==> src/rtl/fifo_write_arbiter.sv <==
// fifo_write_arbiter: round-robin sharing of one FIFO write port among N_REQ
// requesters, with full back-pressure and a MAX_BURST word limit per tenure.
//
//   state  | meaning
//   -------+-----------------------------------------------------------
//   S_IDLE | no owner, grant=0; any pending req is arbitrated from rr_ptr
//   S_OWN  | grant=onehot(owner); owner's words pass straight to the FIFO
module fifo_write_arbiter #(
  parameter int N_REQ     = 4,
  parameter int WIDTH     = 32,
  parameter int MAX_BURST = 4
) (
  input  logic                   clock,
  input  logic                   reset,
  input  logic [N_REQ-1:0]       req,
  input  logic [N_REQ*WIDTH-1:0] data_in,
  input  logic                   fifo_full,
  output logic [N_REQ-1:0]       grant,
  output logic [N_REQ-1:0]       ack,
  output logic                   write_to_FIFO,
  output logic [WIDTH-1:0]       data_to_FIFO,
  output logic                   busy
);

  localparam int OW = $clog2(N_REQ);

  typedef enum logic {S_IDLE, S_OWN} state_t;

  state_t           r_state;
  state_t           w_state_nxt;
  logic [N_REQ-1:0] r_grant;
  logic [N_REQ-1:0] w_grant_nxt;
  logic [OW-1:0]    r_owner;
  logic [OW-1:0]    w_owner_nxt;
  logic [OW-1:0]    r_rr_ptr;
  logic [OW-1:0]    w_rr_ptr_nxt;
  logic [3:0]       r_burst_cnt;
  logic [3:0]       w_burst_nxt;

  logic [OW-1:0]    w_owner_inc;
  logic [OW-1:0]    w_start;
  logic [OW-1:0]    w_pick;
  logic             w_found;
  int               w_idx;
  logic [N_REQ-1:0] w_ack;
  logic             w_write;
  logic [WIDTH-1:0] w_owner_data;
  logic             w_release;

  // Write path: the owner's word goes through whenever the FIFO has room.
  // Reset also blocks the strobe so nothing is written in a reset cycle.
  always_comb begin
    w_ack        = r_grant & req & {N_REQ{~fifo_full & ~reset}};
    w_write      = |w_ack;
    w_owner_data = data_in[r_owner*WIDTH +: WIDTH];
  end

  // Rotating search: from rr_ptr when idle, from owner+1 (owner last) when owning.
  always_comb begin
    w_owner_inc = (r_owner == OW'(N_REQ-1)) ? '0 : r_owner + 1'b1;
    w_start     = (r_state == S_OWN) ? w_owner_inc : r_rr_ptr;
    w_found     = 1'b0;
    w_pick      = '0;
    w_idx       = 0;
    for (int k = 0; k < N_REQ; k++) begin
      w_idx = int'(w_start) + k;
      if (w_idx >= N_REQ) w_idx = w_idx - N_REQ;
      if (!w_found && req[OW'(w_idx)]) begin
        w_found = 1'b1;
        w_pick  = OW'(w_idx);
      end
    end
  end

  // Next-state: arbitration in idle, tenure counting and release while owning.
  always_comb begin
    w_state_nxt  = r_state;
    w_owner_nxt  = r_owner;
    w_rr_ptr_nxt = r_rr_ptr;
    w_burst_nxt  = r_burst_cnt;
    w_release    = 1'b0;
    case (r_state)
      S_IDLE: begin
        if (w_found) begin
          w_state_nxt = S_OWN;
          w_owner_nxt = w_pick;
          w_burst_nxt = '0;
        end
      end
      S_OWN: begin
        w_release = ~req[r_owner] |
                    (w_ack[r_owner] & (r_burst_cnt == 4'(MAX_BURST-1)));
        if (w_ack[r_owner]) w_burst_nxt = r_burst_cnt + 4'd1;
        if (w_release) begin
          w_rr_ptr_nxt = w_owner_inc;
          w_burst_nxt  = '0;
          if (w_found) begin
            w_owner_nxt = w_pick;
          end else begin
            w_state_nxt = S_IDLE;
            w_owner_nxt = '0;
          end
        end
      end
      default: w_state_nxt = S_IDLE;
    endcase
    w_grant_nxt = '0;
    if (w_state_nxt == S_OWN) w_grant_nxt[w_owner_nxt] = 1'b1;
  end

  // State register with synchronous reset.
  always_ff @(posedge clock) begin
    if (reset) begin
      r_state     <= S_IDLE;
      r_grant     <= '0;
      r_owner     <= '0;
      r_rr_ptr    <= '0;
      r_burst_cnt <= '0;
    end else begin
      r_state     <= w_state_nxt;
      r_grant     <= w_grant_nxt;
      r_owner     <= w_owner_nxt;
      r_rr_ptr    <= w_rr_ptr_nxt;
      r_burst_cnt <= w_burst_nxt;
    end
  end

  assign grant         = r_grant;
  assign ack           = w_ack;
  assign write_to_FIFO = w_write;
  assign data_to_FIFO  = w_write ? w_owner_data : '0;
  assign busy          = |r_grant;

endmodule

==> config.mk <==
export PLATFORM = sky130hd
export DESIGN_NAME = fifo_write_arbiter
export DESIGN_NICKNAME = d
export VERILOG_FILES = /design/src/rtl/fifo_write_arbiter.sv
export SDC_FILE = /design/constraint.sdc
export NUM_CORES = 1
export LEC_CHECK = 0
export BUFFER_PORTS_ARGS = -buffer_cell sky130_fd_sc_hd__buf_2
export CAP_MARGIN = 20
export CORE_MARGIN = 2
export CORE_UTILIZATION = 38
export CTS_BUF_LIST = sky130_fd_sc_hd__clkbuf_8
export CTS_CLUSTER_SIZE = 8
export DETAILED_ROUTE_END_ITERATION = 8
export PLACE_DENSITY = 0.9
export SLEW_MARGIN = 15
export SYNTH_ARGS = -nofsm -noshare
export SYNTH_HDL_FRONTEND = slang
export SYNTH_SLANG_ARGS = --single-unit
==> constraint.sdc <==
create_clock -name clock -period 2.55 [get_ports clock]
set_clock_uncertainty 0.15 [all_clocks]
set_input_delay 0.1275 -clock clock [delete_from_list [all_inputs] [get_ports clock]]
set_output_delay 0.1275 -clock clock [all_outputs]
set_load 0.01 [all_outputs]
== Word-level counts from Yosys, hierarchy flattened ==
Index checks and enable logic that the tools add are counted.
Storage, ports and cells
  bits of input ports: 135
  flip-flop bits (word level): 13
  logic and storage cells: 96
Operators by class
  $add $sub $neg: 9
  order comparisons: 11
  bitwise gates (word level): 10
  reduce and logical (&&, ||, !) cells: 12
  mux-type cells: 44
  shift operators: 1
  equality and inequality tests: 4
Operators with widths (number)
  variable part select 128 x 8 -> 32 bit: 1
  2-to-1 mux 32 bit: 1
  2-to-1 mux 2 bit: 13
  2-to-1 mux 1 bit: 17
  < comparator 2 x 4 -> 1 bit, second input constant: 4
  binary-select mux 1 bit (select 2 bit): 6
  2-to-1 mux 4 bit: 3
  >= comparator 3 bit, second input constant: 3
  AND 4 bit: 2
  case mux 4 bit (2 select lines): 1
  OR reduction 4 bit: 2
  subtractor 2 x 1 -> 2 bit, second input constant: 4
  adder 2 x 2 -> 3 bit, second input constant: 2
  < comparator 2 x 3 -> 1 bit, second input constant: 2
  NOT 1 bit: 5
  adder 4 x 1 -> 4 bit, second input constant: 1
  == test 4 x 2 -> 1 bit, second input constant: 1
  logical AND 1 bit: 4
  case mux 2 bit (2 select lines): 1
  AND reduction 2 bit: 2
  adder 2 x 1 -> 3 bit, second input constant: 1
  >= comparator 2 x 3 -> 1 bit, second input constant: 1
  logical NOT 1 bit: 3
  != test 3 x 1 -> 1 bit, second input constant: 1
  other kinds (9): 10

== Depth between registers and ports, before layout ==
Gate-level depths: netlist of run 1.
  word-level depth: 25
  gate-level depth with buffers: 7

== Worst setup path after synthesis of run 1 ==
OpenSTA, ideal clock, no wires.
  path type: reg-to-reg
  start: register r_owner[0]
  end: register r_grant[0] (netlist: grant[0])
  arrival: 1968 ps
  cell stages (with the launch flop): 7
  path slack: 371 ps
  cells stage by stage: dfxtp_1 ha_1 mux2_1 a21oi_1 nand3_1 a222oi_1 and3_1
Between the ends
  cells in the longest elaborated chain, start to end: 25
  elaborated cells between the ends (all ways): 66
  those cells by class: add/sub (8); order compare (6); eq/ne (1); mux (39); bitwise (4); reduce/logical (8)
Ends and longest elaborated chain
  start, declared: line 33  | logic [OW-1:0] r_owner;
  start signal, assigned: line 122  | r_owner <= w_owner_nxt;
  adder 2 x 1 -> 2 bit or == test 2 bit (tied branches): line 60  | w_owner_inc = (r_owner == OW'(N_REQ-1)) ? '0 : r_owner + 1'b1;
  2-to-1 mux 2 bit (*): line 60
  via w_owner_inc[1]: line 40  | logic [OW-1:0] w_owner_inc;
  2-to-1 mux 2 bit (*): line 61  | w_start = (r_state == S_OWN) ? w_owner_inc : r_rr_ptr;
  parallel branches: the longest is 22 deep, another holds adder 2 x 1 -> 3 bit
  end signal, assigned: line 121  | r_grant <= w_grant_nxt;
  end, declared: line 31  | logic [N_REQ-1:0] r_grant;
Mark *: on every way through the listed nets, which the timed path passes. The select of a mux whose other input is x is not followed.
A chain may end at the register's enable or synchronous reset.

== Worst setup path in the final report of run 1 ==
  start: register r_owner[0]
  end: output data_to_FIFO[1]
Between the ends
  cells in the longest elaborated chain, start to end: 2
Ends and longest elaborated chain
  variable part select 128 x 8 -> 32 bit: line 55  | w_owner_data = data_in[r_owner*WIDTH +: WIDTH];
  2-to-1 mux 32 bit: line 131  | assign data_to_FIFO = w_write ? w_owner_data : '0;
  end, declared: line 21  | output logic [WIDTH-1:0] data_to_FIFO,
Every way passes these cells.

==> results of run 1 <==
==> cell type report <==
class                   count  area share
repair buffers            184       0.336
inverters                   2     0.00268
clock inverters             1     0.00179
flip-flops and latches     13      0.0935
multi-input cells         146       0.528
clock buffers               3      0.0148
well taps                  52      0.0233
==> cell usage in the layout (no fill, tap or decap), types with 2 or more instances in the layout <==
| cell type | count |
|---|---|
| a21oi_1 | 6 |
| buf_4 | 8 |
| and3_1 | 4 |
| and2_1 | 3 |
| buf_2 | 176 |
| nor2b_1 | 33 |
| a22oi_1 | 3 |
| nor2_1 | 13 |
| nand2_1 | 12 |
| o21ai_0 | 2 |
| mux4_2 | 32 |
| ha_1 | 2 |
| dfxtp_1 | 12 |
| mux2i_1 | 5 |
| nor4_1 | 3 |
| clkbuf_8 | 3 |
| inv_1 | 2 |
| nor3_1 | 4 |
| and4bb_2 | 2 |
| nand3_1 | 4 |
==> what timing repair did <==
action / CTS / global route
setup endpoints to repair: 0 / 5
buffers inserted: 0 / 1
resized for setup: 0 / 0
==> routing by layer <==
metal  vias to the layer above  track usage
li1                       1037            -
met4                         0       0.0905
met2                       101        0.541
met3                        21       0.0511
met1                      1040        0.288
met5                         -            0
==> power by group through the flow <==
| stage | registers, mW | clock network [mW] | logic [mW] |
|---|---|---|---|
| floorplan | 0.253 | 0 | 0.535 |
| global route | 0.260 | 0.202 | 0.866 |
| global placement | 0.258 | 0 | 0.776 |
| finish | 0.257 | 0.187 | 0.805 |
| detailed placement | 0.261 | 0 | 0.792 |
| CTS | 0.256 | 0.189 | 0.798 |
==> Yosys cell counts, drive strengths merged, types with 2 or more instances <==
| cell | n |
|---|---|
| a21oi | 6 |
| a22oi | 3 |
| and2 | 3 |
| and3 | 4 |
| and4bb | 2 |
| buf | 7 |
| clkbuf | 6 |
| dfxtp | 13 |
| ha | 2 |
| inv | 2 |
| mux2 | 3 |
| mux2i | 5 |
| mux4 | 33 |
| nand2 | 12 |
| nand3 | 4 |
| nor2 | 14 |
| nor2b | 33 |
| nor3 | 4 |
| nor4 | 3 |
| o211ai | 2 |
| o21ai | 2 |
==> cell families after synthesis <==
kind of cell / synth area share
xor gates and xnor gates: 0.00489
and+or+nand+nor: 0.259
adders and majority gates: 0.0140
DFF: 0.145
buffers and inverters: 0.0391
AOI/OAI and AO/OA: 0.0726
muxes: 0.465
==> how the worst min path moves through the flow <==
stage                from               endpoint  slack (ps)  cells past startpoint
finish              reset  r_owner[1]$_SDFF_PP0_          70                      2
global route        reset  r_owner[1]$_SDFF_PP0_         100                      2
CTS                 reset  r_owner[1]$_SDFF_PP0_          60                      2
detailed placement  reset  r_owner[1]$_SDFF_PP0_         320                      2
global placement    reset  r_owner[1]$_SDFF_PP0_         310                      2
floorplan           reset     r_state$_SDFF_PP0_          70                      1
==> sequential cells by signal, summed over array words and instances (netlist names) <==
| signal | flops |
|---|---|
| grant | 4 |
| r_owner | 2 |
| r_burst_cnt | 4 |
| r_rr_ptr | 2 |
| r_state | 1 |
==> metrics, run 1 <==
flop-to-flop setup slack=290 ps; Slew HR=0.719; htree depth=1; Post-synth ARST share=0; Vias/cell=5.48; worst-path cell chain=buf_4 > mux4_2 > nor2b_1 > buf_2; first-pass GRT wire length=11.0 mm; Syn Inst Count=174; Cell Rows=24; vias in the first global route=2,276; DRT Pass-1 Iters=4; Tot Pwr=1.25 mW; hpwl dp=6.33 mm; Met2 Wirelength=4.04 mm; worst-margin pin slew=422 ps; Inst Count DP=396; wl on met1=2.66 mm; fill count=402; critical path's slowest cell=mux4_2; Clock Pin Slew Worst Setup and Hold Paths=60 ps; syn nets=311; min setup slack post-route=285 ps; min cycle time layout=2260 ps; Final Util=0.629; Ys Warns=0; Num Clock Sinks=13; Num CTS Buffers=3; core area=4440 um2; Hold WC Path Type=in -> reg; drt wl/cell=18.7 um; ANT nets after route=0; DRT Wirelength=7.50 mm; r2r startpoint=r_owner[0]$_SDFF_PP0_; largest area contributor in the netlist=mux4_2; die height=72.7 um; Max-Cap Viols=0; clk_lat worst skew=250 ps; largest net degree at the start of global routing=34; number of synthesized flops with an enable pin=0; Seq/Total Area, Yosys=0.145; Synth-to-Final Area Change=56.0%; Crit path max-delay family=buffers and inverters; Finished Cell Area=2800 um2; CP Launch Point=r_owner[0]$_SDFF_PP0_; CTS tree=yes; final cell count without fillers=401; routed wl met3=542 um; Hold WS=73.3 ps; Worst path depth=4; nets@finish=487; # hold bufs at CTS=0; Tcrit/Tclk final=0.888; I/O pin cnt=177; RSZ-0062 raised after global routing=false; Max Freq=0.442 GHz; GPL Wtd Cong=0.932; IO Port Bufs=176; Post-synth top flop=dfxtp_1; Final Hold Viols=0; Reg power frac=0.206; max incr delay on CP=570 ps; Setup crit start kind=flop; Sw Ratio=0.369; Clock Tree Root=clkbuf_8; Mapped Avg Cell Area=10.3 um2; Synth area leaders=mux4_2, dfxtp_1, nor2b_1; Yosys cell types=39; fin. max-slew vios=0; Starting Density=0.403; initial antenna violation count=0; top layer in use=met4; Clock Power Share=0.150; status=completed; worst vdd ir=463 uV; endpoints failing setup=0; Post-Syn Area=1790 um2; Internal=0.788 mW; Register-to-Register Path Depth=7; PD cells=447 nW/um2; All-Layer GR Usage=0.275; die area=5280 um2; Critical R2R Capture=grant[0]$_SDFF_PP0_; last element of the critical path=data_to_FIFO[1]; Antenna Cells=0; NetSw=0.461 mW; CP Data Required Time=2270 ps; Die Width=72.7 um; initial DRC count=68; Logic pwr share=0.644; Worst Setup End Kind=primary output; Vias=2,199; Buf+Inv Stages, Crit Path=2; placed cell area=2740 um2; Sequential cell area=262 um2; crit-path max FO=24; post-synth top area share=0.402; grt ovf=0; Synth Register Bits=13; layout cells sized above 1=0.653; pre-CTS setup slack=137 ps; area of the multi-input gates=1480 um2; DRC=0; TNS Setup=0 ps; Worst Setup Path Type=reg -> out; WP data arrival=1990 ps; Leak Pwr=1.40 nW; Clock Path Buffers=2
Note: power is estimated with default switching activity, not from simulation.
==> inputs of run 2 (changes only) <==
Settings changed: CORE_ASPECT_RATIO set to 0.5, RECOVER_POWER set to 50.
==> metrics, run 2 (same netlist as run 1, synthesis figures left out) <==
status=completed; Starting Density=0.401 (-0.00203); final cell count without fillers=406 (+1.2%); Vias=2,297 (+4.5%); Finished Cell Area=2780 um2 (-0.67%); Worst Setup End Kind=flop; core area=4470 um2 (+0.51%); TNS Setup=0 ps (unchanged); All-Layer GR Usage=0.267 (-0.00808); grt ovf=0 (unchanged); CP Data Required Time=2580 ps (+310 ps); Synth-to-Final Area Change=54.9%; Tcrit/Tclk final=0.923 (+0.0346); PD cells=452 nW/um2 (+1.3%); Vias/cell=5.66 (+3.2%); die area=5320 um2 (+0.63%); Die Width=101 um (+39%); Max-Cap Viols=0 (unchanged); commonest non-fill, non-tap cells in the layout=buf_2, nor2b_1, mux4_2; cts repair resizes=0 (unchanged); commonest non-fill, non-tap cell in the layout=buf_2; DRT Pass-1 Iters=6 (+2); vias in the first global route=2,308 (+1.4%); critical path's slowest cell=mux2i_1; Final Hold Viols=0 (unchanged); Clock Path Buffers=2 (unchanged); DRC=0 (unchanged); worst-margin pin slew=838 ps (+417 ps); IO Port Bufs=176 (unchanged); initial antenna violation count=0 (unchanged); Inst Count DP=402 (+1.5%); I/O pin cnt=177 (unchanged); drt wl/cell=18.1 um (-3.4%); RSZ-0062 raised after global routing=false; Final Util=0.622 (-0.00737); DRT Wirelength=7.33 mm (-2.2%); htree depth=1 (unchanged); layout cells sized above 1=0.593 (-0.0602); # hold bufs at CTS=0 (unchanged); WP data arrival=2390 ps (+400 ps); placed cell area=2770 um2 (+0.96%); Clock Pin Slew Worst Setup and Hold Paths=60 ps (about the same); worst vdd ir=206 uV (-55%); Clock Tree Root=clkbuf_8; Buf+Inv Stages, Crit Path=1 (-1); first-pass GRT wire length=11.0 mm (-0.63%); min cycle time layout=2350 ps (+88.2 ps); Leak Pwr=1.34 nW (-4.6%); GPL Wtd Cong=0.980 (+5.2%); max incr delay on CP=350 ps (-220 ps); Worst Setup Path Type=reg -> reg; Hold WC Path Type=in -> reg; Num CTS Buffers=3 (unchanged); die height=52.6 um (-28%); hpwl dp=5.89 mm (-6.8%); Cell Rows=17 (-29%); endpoints failing setup=0 (unchanged); ANT nets after route=0 (unchanged); CTS tree=yes; initial DRC count=228 (+240%); CP most frequent cell=mux2i_1; Crit path max-delay family=multiplexers; Sequential cell area=262 um2 (unchanged); Slew HR=0.440 (-0.279); Max Freq=0.425 GHz (-3.7%); Antenna Cells=0 (unchanged); Setup crit start kind=flop; Num Clock Sinks=13 (unchanged); crit-path max FO=6 (-75%); worst-path cell chain=ha_1 > mux2i_1 > nor2_1 > mux2i_1 > nand3_1 > a222oi_1 > buf_4 > and3_1; nets@finish=487 (unchanged); Tot Pwr=1.26 mW (+0.61%); clk_lat worst skew=240 ps (about the same); largest net degree at the start of global routing=24 (-29%); Post-CTS Setup Inserts=0 (unchanged); fill count=366 (-9.0%); fin. max-slew vios=0 (unchanged); area of the multi-input gates=1460 um2 (-0.85%)
## run 2: report_power, final
part / internal [mW] / switching (mW) / total, mW
sequential: 0.229 / 0.0244 / 0.253
clock: 0.106 / 0.0762 / 0.183
combinational: 0.446 / 0.375 / 0.821
total: 0.781 / 0.475 / 1.26
## run 2: worst register-to-register path: cells and delay by family (launching register included)
| family | cells | cell delay [ps] |
|---|---|---|
| multiplexers | 2 | 570 |
| AND/OR/NAND/NOR | 3 | 370 |
| flip-flops | 1 | 340 |
| adder cells (fa/ha/maj) | 1 | 340 |
| AO/OA/AOI/OAI | 1 | 340 |
| buffers and inverters | 1 | 190 |
## run 2: per-layer routing
| layer | wire length (um) | vias to the layer above | track usage |
|---|---|---|---|
| li1 | - | 1029 | - |
| met1 | 2780 | 1088 | 0.315 |
| met2 | 3800 | 152 | 0.526 |
| met3 | 560 | 28 | 0.0227 |
| met4 | 194 | 0 | 0.0721 |
| met5 | 0 | - | 0 |
## run 2: path summary, 6_finish.rpt
path | startpoint | to | slack (ps) | cells after the start
worst max-delay path | r_owner[0]$_SDFF_PP0_ | grant[0]$_SDFF_PP0_ | 200 | 8
worst min-delay path | reset | r_burst_cnt[1]$_SDFFE_PP0P_ | 80 | 2
worst max register to register | r_owner[0]$_SDFF_PP0_ | grant[0]$_SDFF_PP0_ | 200 | 8
worst min register to register | r_rr_ptr[1]$_SDFFE_PP0P_ | r_rr_ptr[1]$_SDFFE_PP0P_ | 360 | 2
## run 2: final cells by class
cell class	count	area share
Multi-Input combinational cell	146	0.527
Timing Repair Buffer	184	0.335
Sequential cell	13	0.0941
Tap cell	57	0.0257
Clock buffer	3	0.0149
Inverter	2	0.00270
Clock inverter	1	0.00135
## run 2: stage by stage
step	hold slack, ps	setup WS [ps]
final	81.3	197
after global routing	94.5	109
after CTS	80.5	275
after detailed placement	320	348
after global placement	303	422
after floorplan	65.3	371
==> inputs of run 3 (changes only) <==
Settings changed: CORE_MARGIN 2 to unset.
==> metrics, run 3 (same netlist as run 1, synthesis figures left out) <==
status=completed; largest net degree at the start of global routing=34 (+42%); Sequential cell area=262 um2 (unchanged); Num CTS Buffers=3 (unchanged); GPL Wtd Cong=1.01 (+3.2%); Starting Density=0.401 (unchanged); Worst Setup End Kind=flop; Crit path max-delay family=simple AND/OR/NAND/NOR gates; endpoints failing setup=0 (unchanged); Clock Path Buffers=2 (unchanged); Buf+Inv Stages, Crit Path=1 (unchanged); clk_lat worst skew=250 ps (about the same); IO Port Bufs=176 (unchanged); Clock Tree Root=clkbuf_8; Hold WS=77.8 ps (-3.46 ps); vias in the first global route=2,306 (-0.087%); drt wl/cell=17.2 um (-4.6%); Antenna Cells=0 (unchanged); crit-path max FO=11 (+5); initial DRC count=297 (+30%); Synth-to-Final Area Change=54.4%; hpwl dp=5.78 mm (-2.0%); htree depth=1 (unchanged); critical path's slowest cell=mux2_1; CP Data Required Time=2550 ps (-30 ps); Max-Cap Viols=0 (unchanged); hold path cells=2 (unchanged); fin. max-slew vios=0 (unchanged); max incr delay on CP=370 ps (+20 ps); TNS Setup=0 ps (unchanged); Critical R2R Capture=grant[1]$_SDFF_PP0_; commonest non-fill, non-tap cell in the layout=buf_2; Vias=2,324 (+1.2%); fill count=374 (+2.2%); min cycle time layout=2350 ps (-4.89 ps); All-Layer GR Usage=0.281 (+0.0141); core area=4470 um2 (unchanged); # hold bufs at CTS=0 (unchanged); Setup crit start kind=flop; final cell count without fillers=405 (-0.25%); Final Util=0.620 (-0.00224); worst-margin pin slew=647 ps (-191 ps); Finished Cell Area=2770 um2 (-0.36%); first-pass GRT wire length=11.0 mm (+0.12%); Cell Rows=17 (unchanged); I/O pin cnt=177 (unchanged); Clock Pin Slew Worst Setup and Hold Paths=60 ps (about the same); Leak Pwr=1.35 nW (+0.84%); RSZ-0062 raised after global routing=false; hold wc startpoint=reset; PD cells=451 nW/um2 (-0.23%); met2 track demand over resource=0.508 (-0.0183); ANT nets after route=0 (unchanged); worst-path cell chain=clkbuf_2 > and3b_1 > o2111ai_1 > o211ai_1 > nor2_2 > mux2_1 > and3_1; r2r startpoint=r_owner[1]$_SDFF_PP0_; grt ovf=0 (unchanged); Tot Pwr=1.25 mW (-0.59%); Max Freq=0.426 GHz (+0.21%); Worst Setup Path Type=reg -> reg; Die Width=99.1 um (-2.0%); min setup slack post-route=202 ps (+4.89 ps); initial antenna violation count=1 (+1); pre-CTS setup slack=119 ps (-229 ps); worst vdd ir=159 uV (-23%); die height=50.6 um (-3.8%); WP data arrival=2350 ps (-40 ps); cts repair resizes=0 (unchanged); met3 Resource Use GR=0.0627 (+0.0400); nets@finish=486 (-0.21%); CTS tree=yes; Register-to-Register Path Depth=7 (-1); commonest non-fill, non-tap cells in the layout=buf_2, nor2b_1, mux4_2; Inst Count DP=400 (-0.50%); DRC=0 (unchanged); area of the multi-input gates=1470 um2 (+0.51%); die area=5010 um2 (-5.7%); Tcrit/Tclk final=0.921 (-0.00192); flop-to-flop setup slack=200 ps (about the same); placed cell area=2740 um2 (-0.99%); global route hottest layer=met2; Num Clock Sinks=13 (unchanged); Final Hold Viols=0 (unchanged); GRT met1 Usage=0.329 (+0.0142); Vias/cell=5.74 (+1.4%); Hold WC Path Type=in -> reg; layout cells sized above 1=0.606 (+0.0132); Slew HR=0.568 (+0.128); DRT Pass-1 Iters=5 (-1); Hold EP=r_burst_cnt[1]$_SDFFE_PP0P_; DRT Wirelength=6.98 mm (-4.8%)
==> run 3: cell count changes in the layout (fill, tap and decap cells not counted), sizes merged <==
cell and delta:
clkbuf -3, buf +2, clkinv +1, inv -1
==> run 3: final cells by class <==
class                   instances  share of cell area
repair buffers                183               0.329
clock buffers                   3              0.0149
clock inverters                 1             0.00181
well taps                      57              0.0258
inverters                       2             0.00271
flip-flops and latches         13              0.0945
multi-input cells             146               0.531
==> run 3: timing repair <==
item	4_1_cts	5_1_grt
setup endpoints to repair	0	5
endpoints found under the hold margin	0	0
setup buffers	0	1
==> run 3: worst max-delay path by stage <==
stage / from / end / slack (ps) / depth (start not counted)
floorplan: r_owner[0]$_SDFF_PP0_ / grant[0]$_SDFF_PP0_ / 370 / 6
global placement: r_owner[0]$_SDFF_PP0_ / grant[0]$_SDFF_PP0_ / 270 / 6
detailed placement: r_owner[0]$_SDFF_PP0_ / grant[0]$_SDFF_PP0_ / 120 / 7
CTS: r_owner[0]$_SDFF_PP0_ / grant[0]$_SDFF_PP0_ / 50 / 7
global route: r_owner[1]$_SDFF_PP0_ / grant[3]$_SDFF_PP0_ / 60 / 8
finish: r_owner[1]$_SDFF_PP0_ / grant[1]$_SDFF_PP0_ / 200 / 7
==> run 3: layer usage <==
metal	part of all wire	routed length, um
met5	0.0019	13
met4	0.032	226
met3	0.095	664
met2	0.51	3580
met1	0.36	2490
==> run 3: power by group <==
part / switching (mW) / leakage [nW] / total, mW / internal (mW)
logic: 0.369 / 1.21 / 0.805 / 0.436
clock network: 0.0839 / 0.0255 / 0.192 / 0.108
registers: 0.0237 / 0.107 / 0.252 / 0.228
